`src/rtl/norm_pkg.sv`:
```
// Shared types and sizing for the pixel normalizer.
// Optional NORM_ROUND_EN selects round-half-up scaling instead of truncation.
package norm_pkg;

    localparam int PIXEL_BIT_WIDTH = 10;
    localparam int OUT_BIT_WIDTH   = 8;
    localparam int FRAC_BITS       = 16;
    localparam int OUT_ROWS        = 10;
    localparam int OUT_COLS        = 10;

    localparam int DIV_W  = OUT_BIT_WIDTH + FRAC_BITS;
    localparam int NPIX   = OUT_ROWS * OUT_COLS;
    localparam int PROD_W = PIXEL_BIT_WIDTH + DIV_W;

    typedef enum logic [1:0] {
        IDLE,
        RECIP,
        STREAM
    } state_t;

    function automatic int cnt_w(input int n);
        return (n < 2) ? 1 : $clog2(n + 1);
    endfunction

endpackage

```
`src/rtl/pixel_normalizer_if.sv`:
```
// Control and AXI-stream bundle of the pixel normalizer.
// The design side uses slave, the driving side uses master.
interface pixel_normalizer_if;
    import norm_pkg::*;

    logic                       ap_start;
    logic                       ap_ready;
    logic                       ap_done;
    logic [PIXEL_BIT_WIDTH-1:0] max_value;

    logic                       s_axis_tvalid;
    logic                       s_axis_tready;
    logic [PIXEL_BIT_WIDTH-1:0] s_axis_tdata;

    logic                       m_axis_tvalid;
    logic                       m_axis_tready;
    logic [OUT_BIT_WIDTH-1:0]   m_axis_tdata;
    logic                       m_axis_tlast;

    modport slave (
        input  ap_start, max_value,
        input  s_axis_tvalid, s_axis_tdata,
        input  m_axis_tready,
        output ap_ready, ap_done,
        output s_axis_tready,
        output m_axis_tvalid, m_axis_tdata,
        output m_axis_tlast
    );

    modport master (
        output ap_start, max_value,
        output s_axis_tvalid, s_axis_tdata,
        output m_axis_tready,
        input  ap_ready, ap_done,
        input  s_axis_tready,
        input  m_axis_tvalid, m_axis_tdata,
        input  m_axis_tlast
    );

endinterface

```
`src/rtl/recip_divider.sv`:
```
// Serial restoring divider: quotient = ((2^OUT-1) << FRAC) / divisor,
// one quotient bit per cycle; a zero divisor finishes at once with 0.
module recip_divider
    import norm_pkg::*;
(
    input  logic                       clk,
    input  logic                       reset,
    input  logic                       start,
    input  logic [PIXEL_BIT_WIDTH-1:0] divisor,
    output logic                       busy,
    output logic                       done,
    output logic [DIV_W-1:0]           quotient
);

    localparam int CW = $clog2(DIV_W);
    localparam logic [DIV_W-1:0] DIVIDEND =
        {{OUT_BIT_WIDTH{1'b1}}, {FRAC_BITS{1'b0}}};

    logic                       zero;
    logic [CW-1:0]              cnt;
    logic [PIXEL_BIT_WIDTH-1:0] dsr;
    logic [PIXEL_BIT_WIDTH-1:0] rem;
    logic [DIV_W-1:0]           dvd;
    logic [PIXEL_BIT_WIDTH:0]   trial;
    logic [PIXEL_BIT_WIDTH:0]   diff;
    logic                       ge;

    // Remainder stays below the divisor, so the trial is below twice it
    // and the difference MSB is a clean borrow flag.
    always_comb begin
        trial = {rem, dvd[DIV_W-1]};
        diff  = trial - {1'b0, dsr};
        ge    = !diff[PIXEL_BIT_WIDTH];
    end

    assign done = busy && (zero || cnt == CW'(DIV_W - 1));

    always_ff @(posedge clk) begin
        if (reset) begin
            busy     <= 1'b0;
            zero     <= 1'b0;
            cnt      <= '0;
            dsr      <= '0;
            rem      <= '0;
            dvd      <= '0;
            quotient <= '0;
        end else if (start && !busy) begin
            busy     <= 1'b1;
            zero     <= (divisor == '0);
            cnt      <= '0;
            dsr      <= divisor;
            rem      <= '0;
            dvd      <= DIVIDEND;
            quotient <= '0;
        end else if (busy) begin
            if (zero) begin
                busy <= 1'b0;
            end else begin
                rem      <= ge ? diff[PIXEL_BIT_WIDTH-1:0]
                               : trial[PIXEL_BIT_WIDTH-1:0];
                quotient <= {quotient[DIV_W-2:0], ge};
                dvd      <= dvd << 1;
                cnt      <= cnt + 1'b1;
                if (cnt == CW'(DIV_W - 1))
                    busy <= 1'b0;
            end
        end
    end

endmodule

```
`src/rtl/pixel_normalizer.sv`:
```
// Scales each cropped pixel to full output range via a per-frame reciprocal.
// Define NORM_ROUND_EN for round-half-up; default build truncates.
module pixel_normalizer
    import norm_pkg::*;
(
    input  logic          clk,
    input  logic          reset,
    pixel_normalizer_if.slave bus
);

    localparam int CW = cnt_w(NPIX);
    localparam logic [OUT_BIT_WIDTH-1:0] OMAX = '1;
`ifdef NORM_ROUND_EN
    localparam logic [PROD_W:0] RND = (PROD_W + 1)'(2 ** (FRAC_BITS - 1));
`else
    localparam logic [PROD_W:0] RND = '0;
`endif

    state_t                   state;
    logic [CW-1:0]            in_cnt;
    logic [CW-1:0]            out_cnt;
    logic                     s1_v;
    logic [PROD_W-1:0]        s1_prod;
    logic                     m_v;
    logic [OUT_BIT_WIDTH-1:0] m_data;

    logic                     div_start;
    logic                     div_busy;
    logic                     div_done;
    logic [DIV_W-1:0]         recip;

    logic                     out_rdy;
    logic                     s_rdy;
    logic                     in_acc;
    logic                     out_acc;
    logic                     last_acc;
    logic [PROD_W:0]          sum;
    logic [PROD_W:0]          shf;
    logic [OUT_BIT_WIDTH-1:0] res;

    assign div_start = (state == IDLE) && bus.ap_start && !div_busy;
    assign out_rdy   = !m_v || bus.m_axis_tready;
    assign s_rdy     = (state == STREAM) && (!s1_v || out_rdy)
                       && (in_cnt < CW'(NPIX));
    assign in_acc    = s_rdy && bus.s_axis_tvalid;
    assign out_acc   = m_v && bus.m_axis_tready;
    assign last_acc  = (state == STREAM) && out_acc
                       && (out_cnt == CW'(NPIX - 1));

    always_comb begin
        sum = {1'b0, s1_prod} + RND;
        shf = sum >> FRAC_BITS;
        res = (shf > (PROD_W + 1)'(OMAX)) ? OMAX : shf[OUT_BIT_WIDTH-1:0];
    end

    recip_divider u_div (
        .clk      (clk),
        .reset    (reset),
        .start    (div_start),
        .divisor  (bus.max_value),
        .busy     (div_busy),
        .done     (div_done),
        .quotient (recip)
    );

    always_ff @(posedge clk) begin
        if (reset) begin
            state   <= IDLE;
            in_cnt  <= '0;
            out_cnt <= '0;
            s1_v    <= 1'b0;
            s1_prod <= '0;
            m_v     <= 1'b0;
            m_data  <= '0;
        end else begin
            unique case (state)
                IDLE: begin
                    if (bus.ap_start) begin
                        state   <= RECIP;
                        in_cnt  <= '0;
                        out_cnt <= '0;
                    end
                end
                RECIP:   if (div_done) state <= STREAM;
                STREAM:  if (last_acc) state <= IDLE;
                default: state <= IDLE;
            endcase

            if (in_acc)
                in_cnt <= in_cnt + 1'b1;
            if (out_acc)
                out_cnt <= out_cnt + 1'b1;

            if (in_acc) begin
                s1_v    <= 1'b1;
                s1_prod <= PROD_W'(bus.s_axis_tdata) * PROD_W'(recip);
            end else if (out_rdy) begin
                s1_v <= 1'b0;
            end

            if (out_rdy) begin
                m_v <= s1_v;
                if (s1_v)
                    m_data <= res;
            end
        end
    end

    assign bus.ap_ready      = (state == IDLE);
    assign bus.ap_done       = last_acc;
    assign bus.s_axis_tready = s_rdy;
    assign bus.m_axis_tvalid = m_v;
    assign bus.m_axis_tdata  = m_data;
    assign bus.m_axis_tlast  = (out_cnt == CW'(NPIX - 1));

endmodule

```
`src/flat_wrapper.sv`:
```
// flat-port wrapper written by rule: the top's interface ports become plain ports
module pixel_normalizer_flat import norm_pkg::*;
  (clk, reset, bus_ap_start, bus_max_value, bus_s_axis_tvalid, bus_s_axis_tdata, bus_m_axis_tready, bus_ap_ready, bus_ap_done, bus_s_axis_tready, bus_m_axis_tvalid, bus_m_axis_tdata, bus_m_axis_tlast);
  pixel_normalizer_if bus_i ();
  input  logic clk;
  input  logic reset;
  input wire logic [$bits(bus_i.ap_start)-1:0] bus_ap_start;
  input wire logic [$bits(bus_i.max_value)-1:0] bus_max_value;
  input wire logic [$bits(bus_i.s_axis_tvalid)-1:0] bus_s_axis_tvalid;
  input wire logic [$bits(bus_i.s_axis_tdata)-1:0] bus_s_axis_tdata;
  input wire logic [$bits(bus_i.m_axis_tready)-1:0] bus_m_axis_tready;
  output wire logic [$bits(bus_i.ap_ready)-1:0] bus_ap_ready;
  output wire logic [$bits(bus_i.ap_done)-1:0] bus_ap_done;
  output wire logic [$bits(bus_i.s_axis_tready)-1:0] bus_s_axis_tready;
  output wire logic [$bits(bus_i.m_axis_tvalid)-1:0] bus_m_axis_tvalid;
  output wire logic [$bits(bus_i.m_axis_tdata)-1:0] bus_m_axis_tdata;
  output wire logic [$bits(bus_i.m_axis_tlast)-1:0] bus_m_axis_tlast;
  assign bus_i.ap_start = bus_ap_start;
  assign bus_i.max_value = bus_max_value;
  assign bus_i.s_axis_tvalid = bus_s_axis_tvalid;
  assign bus_i.s_axis_tdata = bus_s_axis_tdata;
  assign bus_i.m_axis_tready = bus_m_axis_tready;
  assign bus_ap_ready = bus_i.ap_ready;
  assign bus_ap_done = bus_i.ap_done;
  assign bus_s_axis_tready = bus_i.s_axis_tready;
  assign bus_m_axis_tvalid = bus_i.m_axis_tvalid;
  assign bus_m_axis_tdata = bus_i.m_axis_tdata;
  assign bus_m_axis_tlast = bus_i.m_axis_tlast;
  pixel_normalizer u_core (.clk(clk), .reset(reset), .bus(bus_i));
endmodule
```
`config.mk`:
```
export PLATFORM = sky130hd
export DESIGN_NAME = pixel_normalizer_flat
export DESIGN_NICKNAME = d
export VERILOG_FILES = /design/src/rtl/norm_pkg.sv /design/src/rtl/pixel_normalizer_if.sv /design/src/rtl/recip_divider.sv /design/src/rtl/pixel_normalizer.sv /design/src/flat_wrapper.sv
export SDC_FILE = /design/constraint.sdc
export NUM_CORES = 1
export LEC_CHECK = 0
export BUFFER_PORTS_ARGS = -buffer_cell sky130_fd_sc_hd__buf_2
export CAP_MARGIN = 10
export CORE_ASPECT_RATIO = 1.4
export CORE_UTILIZATION = 45
export CTS_BUF_LIST = sky130_fd_sc_hd__clkbuf_4 sky130_fd_sc_hd__clkbuf_8
export CTS_CLUSTER_DIAMETER = 150
export DETAILED_ROUTE_END_ITERATION = 8
export SETUP_SLACK_MARGIN = 0.02
export SYNTH_ARGS = -nofsm -noshare
export SYNTH_HDL_FRONTEND = slang
export SYNTH_SLANG_ARGS = --single-unit
```
`constraint.sdc`:
```
create_clock -name clk -period 6.55 [get_ports clk]
set_input_delay 0.9825 -clock clk [delete_from_list [all_inputs] [get_ports clk]]
set_output_delay 0.9825 -clock clk [all_outputs]
set_load 0.02 [all_outputs]
```
==> results summary, run 1 <==
The flip-flop and latch count after synthesis is 103. The cell area after placement is 12000 um^2. Traced cell by cell, the critical path runs through buf_2 > and2_1 > fa_1 > fa_1 > fa_1 > fa_1 > inv_1 > fa_1 > inv_1 > ha_1 > a21oi_1 > a21o_1 > a21oi_1 > o31ai_2 > a21oi_1 > o31ai_1 > mux2i_1 > o21ai_0.

The worst hold path belongs to the class flip-flop to flip-flop. The relative contribution of sequential cells to total power came out at 47.8%. The peak ir drop on the vdd network came out at 119 uV.

The portion of the clock cycle consumed by the worst path in the final layout is 91.3%. A synthesized cell averages 8.60 um^2. Compared with the post-synthesis result, the final layout area differs by 5.61%. The number of top-level design ports is 38.

In the synthesized netlist the dominant register cell turns out to be sky130_fd_sc_hd__dfxtp_1. The shortest period the worst path allows is 5.98 ns. Sequential cells were found to cover 17.8% of the synthesized design area. The final critical-path setup slack came out at 0.569 ns. For this run, the slowest stage of the critical path takes 0.56 ns.

The total count of hold-check failures in the final report came out at 0. In this run the most critical hold path is launched from u_core.s1_prod[28]$_SDFFE_PP0P_. The slowest cell on the critical path is sky130_fd_sc_hd__fa_1. The endpoint identified for the worst register-to-register timing path is u_core.s1_prod[26]$_SDFFE_PP0P_. The maximum buffer depth of the clock tree is 2.

The clock network is responsible for 32.9% of the overall power. The clock transition at the registers of the reported paths came out at 0.10 ns. The sum of negative setup slack is 0 ns. Setup violations remaining at the end of the flow were counted as 0. The post-place setup slack came out at 0.162 ns. The switching part of the total is 32.0%. The placeable core region is 25300 um^2. The async set or reset register ratio after synthesis is 0%. The number of placed cells counting well taps came out at 1638. For the pin with the worst max-slew slack, the measured transition is 1.17 ns. The depth of the worst register-to-register path came out at 17. The flow ran to the end, and the final reports show no timing, DRC or antenna violations. The CTS buffer count came out at 9. The number of placement rows came out at 69. Summed over all instances, the cell type with the most area after synthesis is sky130_fd_sc_hd__fa_1. The total DRC errors in the routed layout is 0. The number of global-route vias before repair came out at 9308. The root buffer cell chosen for the clock tree is sky130_fd_sc_hd__clkbuf_8. The total number of nets in the final design came out at 1610. The initial core utilization came out at 45.7%. The number of resized instances in the post-cts repair step is 0. In this run, the combinational gates consume 19.3% of the power. The startpoint identified for the worst register-to-register timing path is u_core.u_div.quotient[12]$_SDFFE_PP0P_.

Detailed placement finished with a half-perimeter wire length of 21.5 mm. Once detail routing completed, the nets flagged for antenna violations numbered 0. The post-synthesis instance total is 1344.

With fillers left out, the area of the finished cells amounts to 12200 um^2. Among cell families on the critical path, the largest total delay comes from adder cells. The Yosys step of the flow raised 0 warnings. The wire length of the first global-routing pass came out at 47.7 mm. Power spread over the standard cell area amounts to 113 nW/um^2. The max-capacitance violation count is 0. Wires add up to 27.6 mm. Counting stages on the worst path, the most repeated cell is sky130_fd_sc_hd__fa_1. Hold repair after CTS inserted 0 buffers.

The number of buffers inserted by post-CTS setup repair is 0. The worst setup path is of the primary input to flip-flop kind. Sorting the synthesized cells by area gives the leading types as sky130_fd_sc_hd__fa_1 30%, sky130_fd_sc_hd__dfxtp_1 18%, sky130_fd_sc_hd__ha_1 8.7%. The sum of overflow across all layers after global routing is 0.

The number of DRC markers in iteration 0 is 400. The total die area came out at 26300 um^2. STA classifies the critical path startpoint as a primary input.

Once layout is complete, the cells apart from fillers number 1656. Setup repair after global routing left no endpoint under its margin. The synthesized design contains 0 enable-type register cells.

The worst setup path is captured at a flip-flop. Entering global routing, the biggest net connects 49 pins. The proportion of netlist area held by the largest area contributor came out at 30.1%.

The static leakage is 5.97 nW. For hold timing, the worst endpoint is u_core.s1_prod[28]$_SDFFE_PP0P_. In this run the vertical extent of the chip is 192 um. The data arrival time of the critical path is 6.26 ns. The count of distinct cell types in the synthesized netlist came out at 64. The switching power summed over all nets came out at 0.440 mW. Across all layers, the routed design uses 9067 vias. The number of sinks driven by the clock tree is 103. The worst clock skew came out at 0.0205 ns.

The length of the first detailed-routing pass in iterations is 7. The clock tree synthesis step divided the H-tree into 3 levels. The reg2reg setup slack is 0.80 ns. The max-slew violation count is 0.

The post-detailed-route wirelength per cell came out at 16.7 um. The post-detailed-route via-to-cell ratio came out at 5.48. Data on the critical path is required at its endpoint by 6.82 ns. The number of antenna violations at the first check in global routing came out at 1. The total standard cell area after synthesis is 11600 um^2.

The headroom to the max-slew limit came out at 21.7%. The critical path contains buffers and inverters numbering 3 combined. The library cell used most frequently in the layout, excluding fill and tap cells, is sky130_fd_sc_hd__nand2_1.

The fraction of layout cells with a size suffix above 1 is 6.96%. The total global-route track usage is 23.7%. The clock reaches the later pin of the worst-skew pair after 0.41 ns.

The number of nets in the synthesized netlist came out at 1623. The worst hold path cell count came out at 2. TritonCTS built the clock tree. The largest fanout of any net on the critical path came out at 24.

In the layout the commonest cells are 222 x sky130_fd_sc_hd__nand2_1, 182 x sky130_fd_sc_hd__inv_1, 174 x sky130_fd_sc_hd__fa_1. The total power draw came out at 1.38 mW. The number of port buffers is 37. The internal power consumption is 0.936 mW. For this run, the top clock speed supported by timing is 167 MHz.

The routability congestion estimate from global placement is 0.851. The overall die width is 137 um.
==> how the worst max path moves through the flow <==
| stage | start | end | slack (ns) | cells past startpoint |
|---|---|---|---|---|
| 2_1_floorplan | bus_s_axis_tdata[3] | u_core.s1_prod[22]$_SDFFE_PP0P_ | 0.58 | 20 |
| 3_3_place_gp | bus_s_axis_tdata[2] | u_core.s1_prod[33]$_SDFFE_PP0P_ | 0.20 | 19 |
| 3_5_place_dp | bus_s_axis_tdata[2] | u_core.s1_prod[33]$_SDFFE_PP0P_ | 0.16 | 19 |
| 4_1_cts | bus_s_axis_tdata[8] | u_core.s1_prod[33]$_SDFFE_PP0P_ | 0.60 | 18 |
| 5_1_grt | bus_s_axis_tdata[9] | u_core.s1_prod[33]$_SDFFE_PP0P_ | 0.23 | 19 |
| 6_report | bus_s_axis_tdata[9] | u_core.s1_prod[33]$_SDFFE_PP0P_ | 0.57 | 18 |
==> synth_stat cells, drive strengths merged, types with 9 or more instances <==
cell	instances
nand2	222
inv	182
fa	174
and2	123
dfxtp	103
a21oi	80
ha	80
clkbuf	69
o21ai	50
nor2	45
nand3	22
mux2i	17
nor3	15
xor2	12
nor2b	11
xnor2	10
a21o	9
nand4	9
==> tightest hold or removal path, stage by stage (launching register included) <==
cell and delay, ns:
sky130_fd_sc_hd__dfxtp_1 0.32, sky130_fd_sc_hd__nand2_1 0.05, sky130_fd_sc_hd__a21oi_1 0.05
==> metrics by stage <==
step	hold WS (ns)	util, %
finish	0.462	48.3
global route	0.489	48.3
detailed placement	0.447	47.3
floorplan	0.432	-
global placement	0.443	47.3
CTS	0.463	48.2
==> cell type report <==
cell class                      instances  area, um^2
Fill cell                            2468       13100
Multi-Input combinational cell        982        8520
Sequential cell                       103        2060
Inverter                              182         683
Tap cell                              319         399
Timing Repair Buffer                   53         309
Clock buffer                            9         124
Clock inverter                          7         105
Antenna cell                            1        2.50
==> power by group through the flow <==
| stage | clock network [mW] | registers [mW] | logic, mW |
|---|---|---|---|
| 2_1_floorplan | 0 | 0.668 | 0.196 |
| 3_3_place_gp | 0 | 0.672 | 0.255 |
| 3_5_place_dp | 0 | 0.672 | 0.259 |
| 4_1_cts | 0.469 | 0.658 | 0.260 |
| 5_1_grt | 0.489 | 0.661 | 0.298 |
| 6_report | 0.453 | 0.658 | 0.265 |
==> state kept, by name (all words and copies together) (netlist names) <==
register,count
u_core.u_div.busy,1
u_core.out_cnt,7
u_core.s1_prod,18
u_core.state,2
u_core.u_div.zero,1
u_core.bus.m_axis_tdata,8
u_core.u_div.dvd,8
u_core.u_div.quotient,24
u_core.s1_v,1
u_core.u_div.cnt,5
u_core.bus.m_axis_tvalid,1
u_core.in_cnt,7
u_core.u_div.rem,10
u_core.u_div.dsr,10
==> layer usage <==
metal	global-route usage (%)	vias up	share of wire, %
met3	2.98	55	2.4
met2	43.5	144	54
met4	11.7	0	4.3
met5	0	-	0
li1	-	4263	-
met1	26.4	4605	39
==> logic make-up (layout without fill, tap and decap cells) <==
group / after synthesis / count (layout) / synth area share, %
xor gates and xnor gates: 22 / 22 / 1.67
and+or+nand+nor: 491 / 491 / 20.9
adders and majority gates: 254 / 254 / 38.8
muxes: 17 / 17 / 1.47
buffers and inverters: 259 / 251 / 8.49
AOI/OAI and AO/OA: 198 / 198 / 10.9
DFF: 103 / 103 / 17.8
other: 0 / 1 / 0
(Power assumes the default switching activity.)
==> inputs of run 2 (changes only) <==
--- a/config.mk
+++ b/config.mk
@@ -7,11 +7,14 @@
 export LEC_CHECK = 0
 export BUFFER_PORTS_ARGS = -buffer_cell sky130_fd_sc_hd__buf_2
 export CAP_MARGIN = 10
+export CELL_PAD_IN_SITES_DETAIL_PLACEMENT = 0
+export CELL_PAD_IN_SITES_GLOBAL_PLACEMENT = 1
 export CORE_ASPECT_RATIO = 1.4
 export CORE_UTILIZATION = 45
 export CTS_BUF_LIST = sky130_fd_sc_hd__clkbuf_4 sky130_fd_sc_hd__clkbuf_8
 export CTS_CLUSTER_DIAMETER = 150
 export DETAILED_ROUTE_END_ITERATION = 8
+export PLACE_DENSITY_LB_ADDON = 0.1
 export SETUP_SLACK_MARGIN = 0.02
 export SYNTH_ARGS = -nofsm -noshare
 export SYNTH_HDL_FRONTEND = slang
==> run 2 against run 1 <==
- final cell count up 0.48%
- global-route usage is 0.76 points higher
- critical endpoint is now u_core.s1_prod[28]$_SDFFE_PP0P_
- critical path depth unchanged
- via count fell by 1.8%
- maximum frequency is 0.44% higher
- die area stayed put
==> results summary, run 2 (synthesis results as in run 1) <==
Outcome: complete, no violations (unchanged). The number of top-level design ports is 38 (unchanged). The worst flop-to-flop path startpoint is u_core.u_div.quotient[5]$_SDFFE_PP0P_ (was u_core.u_div.quotient[12]$_SDFFE_PP0P_).

The worst hold path cell count is 2 (unchanged). The kind of critical path is primary input to flip-flop (unchanged). The number of antenna violations at the first check in global routing came out at 0 (was 1). The insertion delay to the later sink of the worst-skew pair is 0.41 ns (about the same). The total global-route track usage was 24.4% (was 23.7%). The H-tree depth is 3 (unchanged).

The antenna diode instance count came out at 0 (was 1). The remaining antenna violation count after routing came out at 0 (unchanged). The worst clock skew is 0.0196 ns (was 0.0205 ns). The placeable core region is 25300 um^2 (unchanged).

The number of global-route vias before repair came to 9468 (was 9308). The headroom to the max-slew limit came to 37.9% (was 21.7%). The initial core utilization is 45.7% (unchanged). The total number of nets in the final design came out at 1619 (was 1610). The most frequent standard cell in the layout excluding fill and tap cells was sky130_fd_sc_hd__nand2_1 (unchanged). The wire length of the first global-routing pass is 49.0 mm (was 47.7 mm).

The area growth from synthesis to layout is 5.77% (was 5.61%). The number of placed cells counting well taps is 1648 (was 1638). The post-cts hold buffer count was 0 (unchanged). The maximum buffer depth of the clock tree was 2 (unchanged). The static leakage came out at 5.99 nW (was 5.97 nW). The largest fanout of any net on the critical path is 20 (was 24).

The number of resized instances in the post-cts repair step came to 0 (unchanged). The number of standard cells in the layout, taps in and fillers out came out at 1664 (was 1656). The number of sinks driven by the clock tree is 103 (unchanged). The total power draw came out at 1.33 mW (was 1.38 mW). The post-detailed-route wirelength per cell was 17.4 um (was 16.7 um). The placed wire-length estimate is 22.9 mm (was 21.5 mm). The capturing element type of the critical path is a flip-flop (unchanged). The final critical-path setup slack came out at 0.595 ns (was 0.569 ns). The length of the first detailed-routing pass in iterations came to 4 (was 7).

The startpoint of the most critical setup path is bus_s_axis_tdata[4] (was bus_s_axis_tdata[9]). The category of the worst setup path launch point is a primary input (unchanged). The buffer type at the clock tree root is sky130_fd_sc_hd__clkbuf_8 (unchanged). The sum of negative setup slack was 0 ns (unchanged).

The via count of the routed design was 8907 (was 9067). The post-detailed-route via-to-cell ratio is 5.35 (was 5.48). The reg2reg setup slack is 0.80 ns (about the same). The max-capacitance violation count is 0 (unchanged). Commonest cells after routing, fill and taps aside: 222 x sky130_fd_sc_hd__nand2_1, 182 x sky130_fd_sc_hd__inv_1, 174 x sky130_fd_sc_hd__fa_1 (unchanged). The total count of hold-check failures in the final report came out at 0 (unchanged). The die span in y came out at 192 um (unchanged).

The peak ir drop on the vdd network came out at 115 uV (was 119 uV). The number of placement rows came to 69 (unchanged). The post-place setup slack came out at 0.154 ns (was 0.162 ns). The CTS buffer count is 9 (unchanged).

The sum of overflow across all layers after global routing came out at 0 (unchanged). The shortest period the worst path allows came out at 5.96 ns (was 5.98 ns). The fraction of layout cells with a size suffix above 1 is 7.58% (was 6.96%). The number of flip-flops in the largest register is 24 (unchanged). The setup violation total in the final timing report was 0 (unchanged). The clock transition at the registers of the reported paths came out at 0.11 ns (was 0.10 ns). The CTS tree is done (unchanged). The endpoint of the most critical setup path is u_core.s1_prod[28]$_SDFFE_PP0P_ (was u_core.s1_prod[33]$_SDFFE_PP0P_). The number of port buffers is 37 (unchanged). The overall die width is 137 um (unchanged).

The max-slew violation count is 0 (unchanged). The post-layout instance area came out at 12200 um^2 (about the same). The register with the most flip-flops is u_core.u_div.quotient (unchanged). Largest registers ranked by flip-flop count: u_core.u_div.quotient (24), u_core.s1_prod (18) (unchanged). The number of buffers inserted by post-CTS setup repair came to 0 (unchanged). The routability congestion estimate from global placement is 0.852 (was 0.851). The highest clock frequency the design can meet came out at 168 MHz (was 167 MHz). The slew of the pin with the lowest slew margin came out at 0.928 ns (was 1.17 ns). The portion of the clock cycle consumed by the worst path in the final layout is 90.9% (was 91.3%). The number of DRC markers in iteration 0 is 281 (was 400). The required time reported for the critical path endpoint came out at 6.89 ns (was 6.82 ns). The total length of routed wires is 29.0 mm (was 27.6 mm). The path class of the lowest-slack min-delay path was flip-flop to flip-flop (unchanged). The total DRC errors in the routed layout came out at 0 (unchanged). The data arrival time of the critical path is 6.30 ns (was 6.26 ns).

The pin count of the biggest net entering global routing came out at 46 (was 49). The reg-to-reg endpoint is u_core.s1_prod[28]$_SDFFE_PP0P_ (was u_core.s1_prod[26]$_SDFFE_PP0P_). The total die area is 26300 um^2 (unchanged). The power density over the cells is 109 nW/um^2 (was 113 nW/um^2). The cell area after placement is 12000 um^2 (about the same). The depth of the worst register-to-register path is 17 (unchanged). RSZ-0062 raised after global routing: false (unchanged).
## run 2: area by class of cell
| cell class | instances | area (um^2) |
|---|---|---|
| Clock buffer | 9 | 124 |
| Clock inverter | 7 | 62.6 |
| Fill cell | 2556 | 13100 |
| Inverter | 182 | 683 |
| Multi-Input combinational cell | 982 | 8520 |
| Sequential cell | 103 | 2060 |
| Tap cell | 319 | 399 |
| Timing Repair Buffer | 62 | 373 |
## run 2: worst min-delay path by stage
stage / startpoint / to / slack, ns
detailed placement: u_core.s1_prod[25]$_SDFFE_PP0P_ / u_core.s1_prod[25]$_SDFFE_PP0P_ / 0.45
finish: u_core.s1_prod[28]$_SDFFE_PP0P_ / u_core.s1_prod[28]$_SDFFE_PP0P_ / 0.47
CTS: u_core.s1_prod[28]$_SDFFE_PP0P_ / u_core.s1_prod[28]$_SDFFE_PP0P_ / 0.47
global placement: u_core.s1_prod[25]$_SDFFE_PP0P_ / u_core.s1_prod[25]$_SDFFE_PP0P_ / 0.45
global route: u_core.s1_prod[20]$_SDFFE_PP0P_ / u_core.s1_prod[20]$_SDFFE_PP0P_ / 0.50
floorplan: u_core.s1_prod[25]$_SDFFE_PP0P_ / u_core.s1_prod[25]$_SDFFE_PP0P_ / 0.43
## run 2: through the flow
stage                     utilization [%]  hold WS [ns]
final                                48.3         0.468
after global routing                 48.3         0.495
after CTS                            48.3         0.466
after detailed placement             47.6         0.449
after global placement               47.6         0.446
after floorplan                         -         0.432
## run 2: routing by layer
metal | GRT usage (%) | share of wire (%) | wire length [um]
met1 | 27.1 | 39 | 11300
met2 | 46.6 | 56 | 16200
met3 | 2.45 | 1.9 | 556
met4 | 9.55 | 3.4 | 992
met5 | 0 | 0 | 0
## run 2: where the power goes
part / internal [mW] / total [mW] / leakage, nW / switching, mW
registers: 0.645 / 0.659 / 0.834 / 0.0136
clock network: 0.147 / 0.400 / 0.0916 / 0.254
logic: 0.102 / 0.269 / 5.06 / 0.167
## run 2: worst max-delay path: stages
cell                      delay, ns
sky130_fd_sc_hd__buf_2         0.37
sky130_fd_sc_hd__and2_1        0.21
sky130_fd_sc_hd__fa_1          0.43
sky130_fd_sc_hd__fa_1          0.49
sky130_fd_sc_hd__fa_1          0.56
sky130_fd_sc_hd__fa_1          0.56
sky130_fd_sc_hd__inv_1         0.06
sky130_fd_sc_hd__fa_1          0.54
sky130_fd_sc_hd__inv_1         0.04
sky130_fd_sc_hd__ha_1          0.31
sky130_fd_sc_hd__nand2_1       0.16
sky130_fd_sc_hd__a21o_1        0.11
sky130_fd_sc_hd__a21oi_1       0.08
sky130_fd_sc_hd__o31ai_2       0.46
sky130_fd_sc_hd__a21oi_1       0.23
sky130_fd_sc_hd__o21ai_0       0.38
sky130_fd_sc_hd__nand3_1       0.13
sky130_fd_sc_hd__a21oi_1       0.17
==> inputs of run 3 (changes only) <==
==> constraint.sdc (replaced) <==
create_clock -name clk -period 6.3 [get_ports clk]
set_input_delay 0.945 -clock clk [delete_from_list [all_inputs] [get_ports clk]]
set_output_delay 0.945 -clock clk [all_outputs]
set_load 0.02 [all_outputs]
==> run 3 against run 2 <==
- non-clock buffer count is 19 higher
- final area is 1.9% higher
- sequential cell count stayed put
- sequential power is 3.8% higher
- die area stayed put
- register-to-register slack worse by 0.17 ns
- highest routed layer unchanged
- final cell count is 1.1% higher
- clock power is 42% higher
- combinational power is 4% higher
- largest power group unchanged
- clock skew is 0.013 ns lower
==> results summary, run 3 (synthesis results as in run 1) <==
Timing would allow up to 170 MHz. The sum of overflow across all layers after global routing was 0 (unchanged). The number of sinks driven by the clock tree is 103 (unchanged). The post-layout instance area came out at 12500 um^2 (was 12200 um^2).

The total DRC errors in the routed layout is 0 (unchanged). The CTS buffer count came out at 9 (unchanged). The total power draw came out at 1.53 mW (was 1.33 mW). The remaining antenna violation count after routing came out at 0 (unchanged). The power density over the cells was 123 nW/um^2 (was 109 nW/um^2). The number of flip-flops in the largest register came out at 24 (unchanged). The kind of critical path was primary input to flip-flop (unchanged). The area growth from synthesis to layout is 7.80% (was 5.77%). The most frequent standard cell in the layout excluding fill and tap cells is sky130_fd_sc_hd__nand2_1 (unchanged). The total length of routed wires is 27.6 mm (was 29.0 mm). The number of top-level design ports is 38 (unchanged). The CTS tree is done (unchanged). The final-layout worst hold slack came out at 0.465 ns (was 0.468 ns).

The H-tree depth was 3 (unchanged). The antenna diode instance count came out at 0 (unchanged). The maximum buffer depth of the clock tree is 2 (unchanged).

The clock share of power came to 37.0% (was 30.1%). The number of global-route vias before repair is 9398 (was 9468). The post-detailed-route wirelength per cell is 16.4 um (was 17.4 um).

The depth of the worst register-to-register path came out at 17 (unchanged). The overall die width came out at 137 um (unchanged). The relative contribution of sequential cells to total power is 44.7% (was 49.6%). The cell area after placement came out at 12200 um^2 (was 12000 um^2). The category of the worst setup path launch point was a primary input (unchanged). The startpoint of the most critical setup path is bus_s_axis_tdata[4] (unchanged). The data arrival time of the critical path was 6.15 ns (was 6.30 ns). RSZ-0062 raised after global routing: false (unchanged). The post-cts hold buffer count is 0 (unchanged). The peak ir drop on the vdd network came to 149 uV (was 115 uV). Commonest cells after routing, fill and taps aside: 222 x sky130_fd_sc_hd__nand2_1, 182 x sky130_fd_sc_hd__inv_1, 174 x sky130_fd_sc_hd__fa_1 (unchanged). Largest registers ranked by flip-flop count: u_core.u_div.quotient (24), u_core.s1_prod (18) (unchanged). The final design utilization came to 49.3% (was 48.3%).

The total global-route track usage is 23.3% (was 24.4%). The pin count of the biggest net entering global routing is 49 (was 46). The total number of nets in the final design came out at 1638 (was 1619). The setup violation total in the final timing report is 0 (unchanged). The number of DRC markers in iteration 0 is 365 (was 281).

The slew of the pin with the lowest slew margin is 0.808 ns (was 0.928 ns). The combinational power share is 18.3% (was 20.3%). The shortest period the worst path allows is 5.87 ns. The static leakage came out at 6.13 nW (was 5.99 nW). The via count of the routed design is 8897 (was 8907). The switching power summed over all nets came out at 0.428 mW (was 0.435 mW). The buffer type at the clock tree root was sky130_fd_sc_hd__clkbuf_8 (unchanged). The reg2reg setup slack is 0.63 ns (was 0.80 ns). The length of the first detailed-routing pass in iterations is 4 (unchanged). The reg-to-reg endpoint is u_core.s1_prod[33]$_SDFFE_PP0P_ (was u_core.s1_prod[28]$_SDFFE_PP0P_). The max-capacitance violation count is 0 (unchanged). The switching part of the total is 27.9% (was 32.7%). Outcome: complete, no violations (unchanged). The largest fanout of any net on the critical path came to 14 (was 20). The routability congestion estimate from global placement was 0.819 (was 0.852). The sum of negative setup slack came out at 0 ns (unchanged). The initial core utilization came out at 45.7% (unchanged). The fraction of layout cells with a size suffix above 1 came out at 8.87% (was 7.58%). The number of buffers inserted by post-CTS setup repair is 0 (unchanged). The endpoint of the most critical setup path was u_core.s1_prod[22]$_SDFFE_PP0P_ (was u_core.s1_prod[28]$_SDFFE_PP0P_).

The internal power consumption is 1.10 mW (was 0.894 mW). The worst flop-to-flop path startpoint is u_core.u_div.quotient[3]$_SDFFE_PP0P_ (was u_core.u_div.quotient[5]$_SDFFE_PP0P_). The clock transition at the registers of the reported paths came to 0.10 ns (was 0.11 ns). The number of antenna violations at the first check in global routing was 0 (unchanged). The number of resized instances in the post-cts repair step came out at 0 (unchanged).

The wire length of the first global-routing pass came out at 47.3 mm (was 49.0 mm). The insertion delay to the later sink of the worst-skew pair was 0.40 ns (was 0.41 ns). The path class of the lowest-slack min-delay path is flip-flop to flip-flop (unchanged). The headroom to the max-slew limit came out at 46.2% (was 37.9%). The post-detailed-route via-to-cell ratio is 5.29 (was 5.35). The required time reported for the critical path endpoint came out at 6.58 ns (was 6.89 ns). The total die area is 26300 um^2 (unchanged). The capturing element type of the critical path is a flip-flop (unchanged). The portion of the clock cycle consumed by the worst path in the final layout came out at 93.1%. The register with the most flip-flops is u_core.u_div.quotient (unchanged).

The placeable core region is 25300 um^2 (unchanged). The die span in y is 192 um (unchanged). The max-slew violation count came out at 0 (unchanged). The total count of hold-check failures in the final report is 0 (unchanged). The number of port buffers is 37 (unchanged). The number of placement rows came out at 69 (unchanged).

The worst clock skew is 0.00659 ns (was 0.0196 ns). The placed wire-length estimate was 22.3 mm (was 22.9 mm).
==> run 3: critical path, stage by stage <==
cell and delay [ns]:
sky130_fd_sc_hd__buf_2 0.27, sky130_fd_sc_hd__buf_4 0.26, sky130_fd_sc_hd__and2_1 0.16, sky130_fd_sc_hd__fa_1 0.44
sky130_fd_sc_hd__fa_1 0.48, sky130_fd_sc_hd__fa_1 0.52, sky130_fd_sc_hd__fa_1 0.58, sky130_fd_sc_hd__inv_1 0.07
sky130_fd_sc_hd__fa_1 0.57, sky130_fd_sc_hd__inv_1 0.05, sky130_fd_sc_hd__ha_1 0.36, sky130_fd_sc_hd__a21o_1 0.19
sky130_fd_sc_hd__a41o_1 0.22, sky130_fd_sc_hd__a31o_2 0.25, sky130_fd_sc_hd__a31o_2 0.26, sky130_fd_sc_hd__a21oi_1 0.21
sky130_fd_sc_hd__mux2i_1 0.21, sky130_fd_sc_hd__a21oi_1 0.08
==> run 3: worst min-delay path by stage <==
stage / cells past startpoint / end / slack (ns) / from
floorplan: 2 / u_core.s1_prod[25]$_SDFFE_PP0P_ / 0.43 / u_core.s1_prod[25]$_SDFFE_PP0P_
global placement: 2 / u_core.s1_prod[28]$_SDFFE_PP0P_ / 0.45 / u_core.s1_prod[28]$_SDFFE_PP0P_
detailed placement: 2 / u_core.s1_prod[19]$_SDFFE_PP0P_ / 0.45 / u_core.s1_prod[19]$_SDFFE_PP0P_
CTS: 2 / u_core.s1_prod[16]$_SDFFE_PP0P_ / 0.47 / u_core.s1_prod[16]$_SDFFE_PP0P_
global route: 2 / u_core.s1_prod[16]$_SDFFE_PP0P_ / 0.48 / u_core.s1_prod[16]$_SDFFE_PP0P_
finish: 2 / u_core.s1_prod[16]$_SDFFE_PP0P_ / 0.47 / u_core.s1_prod[16]$_SDFFE_PP0P_
==> run 3: power groups by stage <==
stage | Combinational [mW] | Sequential, mW | Clock (mW)
2_1_floorplan | 0.203 | 0.695 | 0
3_3_place_gp | 0.280 | 0.699 | 0
3_5_place_dp | 0.282 | 0.699 | 0
4_1_cts | 0.283 | 0.684 | 0.590
5_1_grt | 0.313 | 0.687 | 0.607
6_report | 0.280 | 0.684 | 0.568
==> run 3: area by class of cell <==
class	count	area (um^2)
fill	2512	12800
multi-input combinational	982	8520
sequential	103	2060
inverter	182	683
timing repair buffer	81	515
tap	319	399
clock buffer	11	151
clock inverter	5	128
==> run 3: stage by stage <==
step	std cells	setup slack, ns
after floorplan	1344	0.368
after detailed placement	1667	0.0195
after CTS	1683	0.464
final	1683	0.432
after global routing	1683	0.175
after global placement	1667	0.0409
==> run 3: layer usage <==
metal / share of wire [%] / track usage (%) / vias up
met2: 56 / 44.5 / 100
met1: 40 / 26.2 / 4443
met5: 0 / 0 / -
met3: 1.8 / 2.90 / 40
li1: - / - / 4314
met4: 2.2 / 7.19 / 0
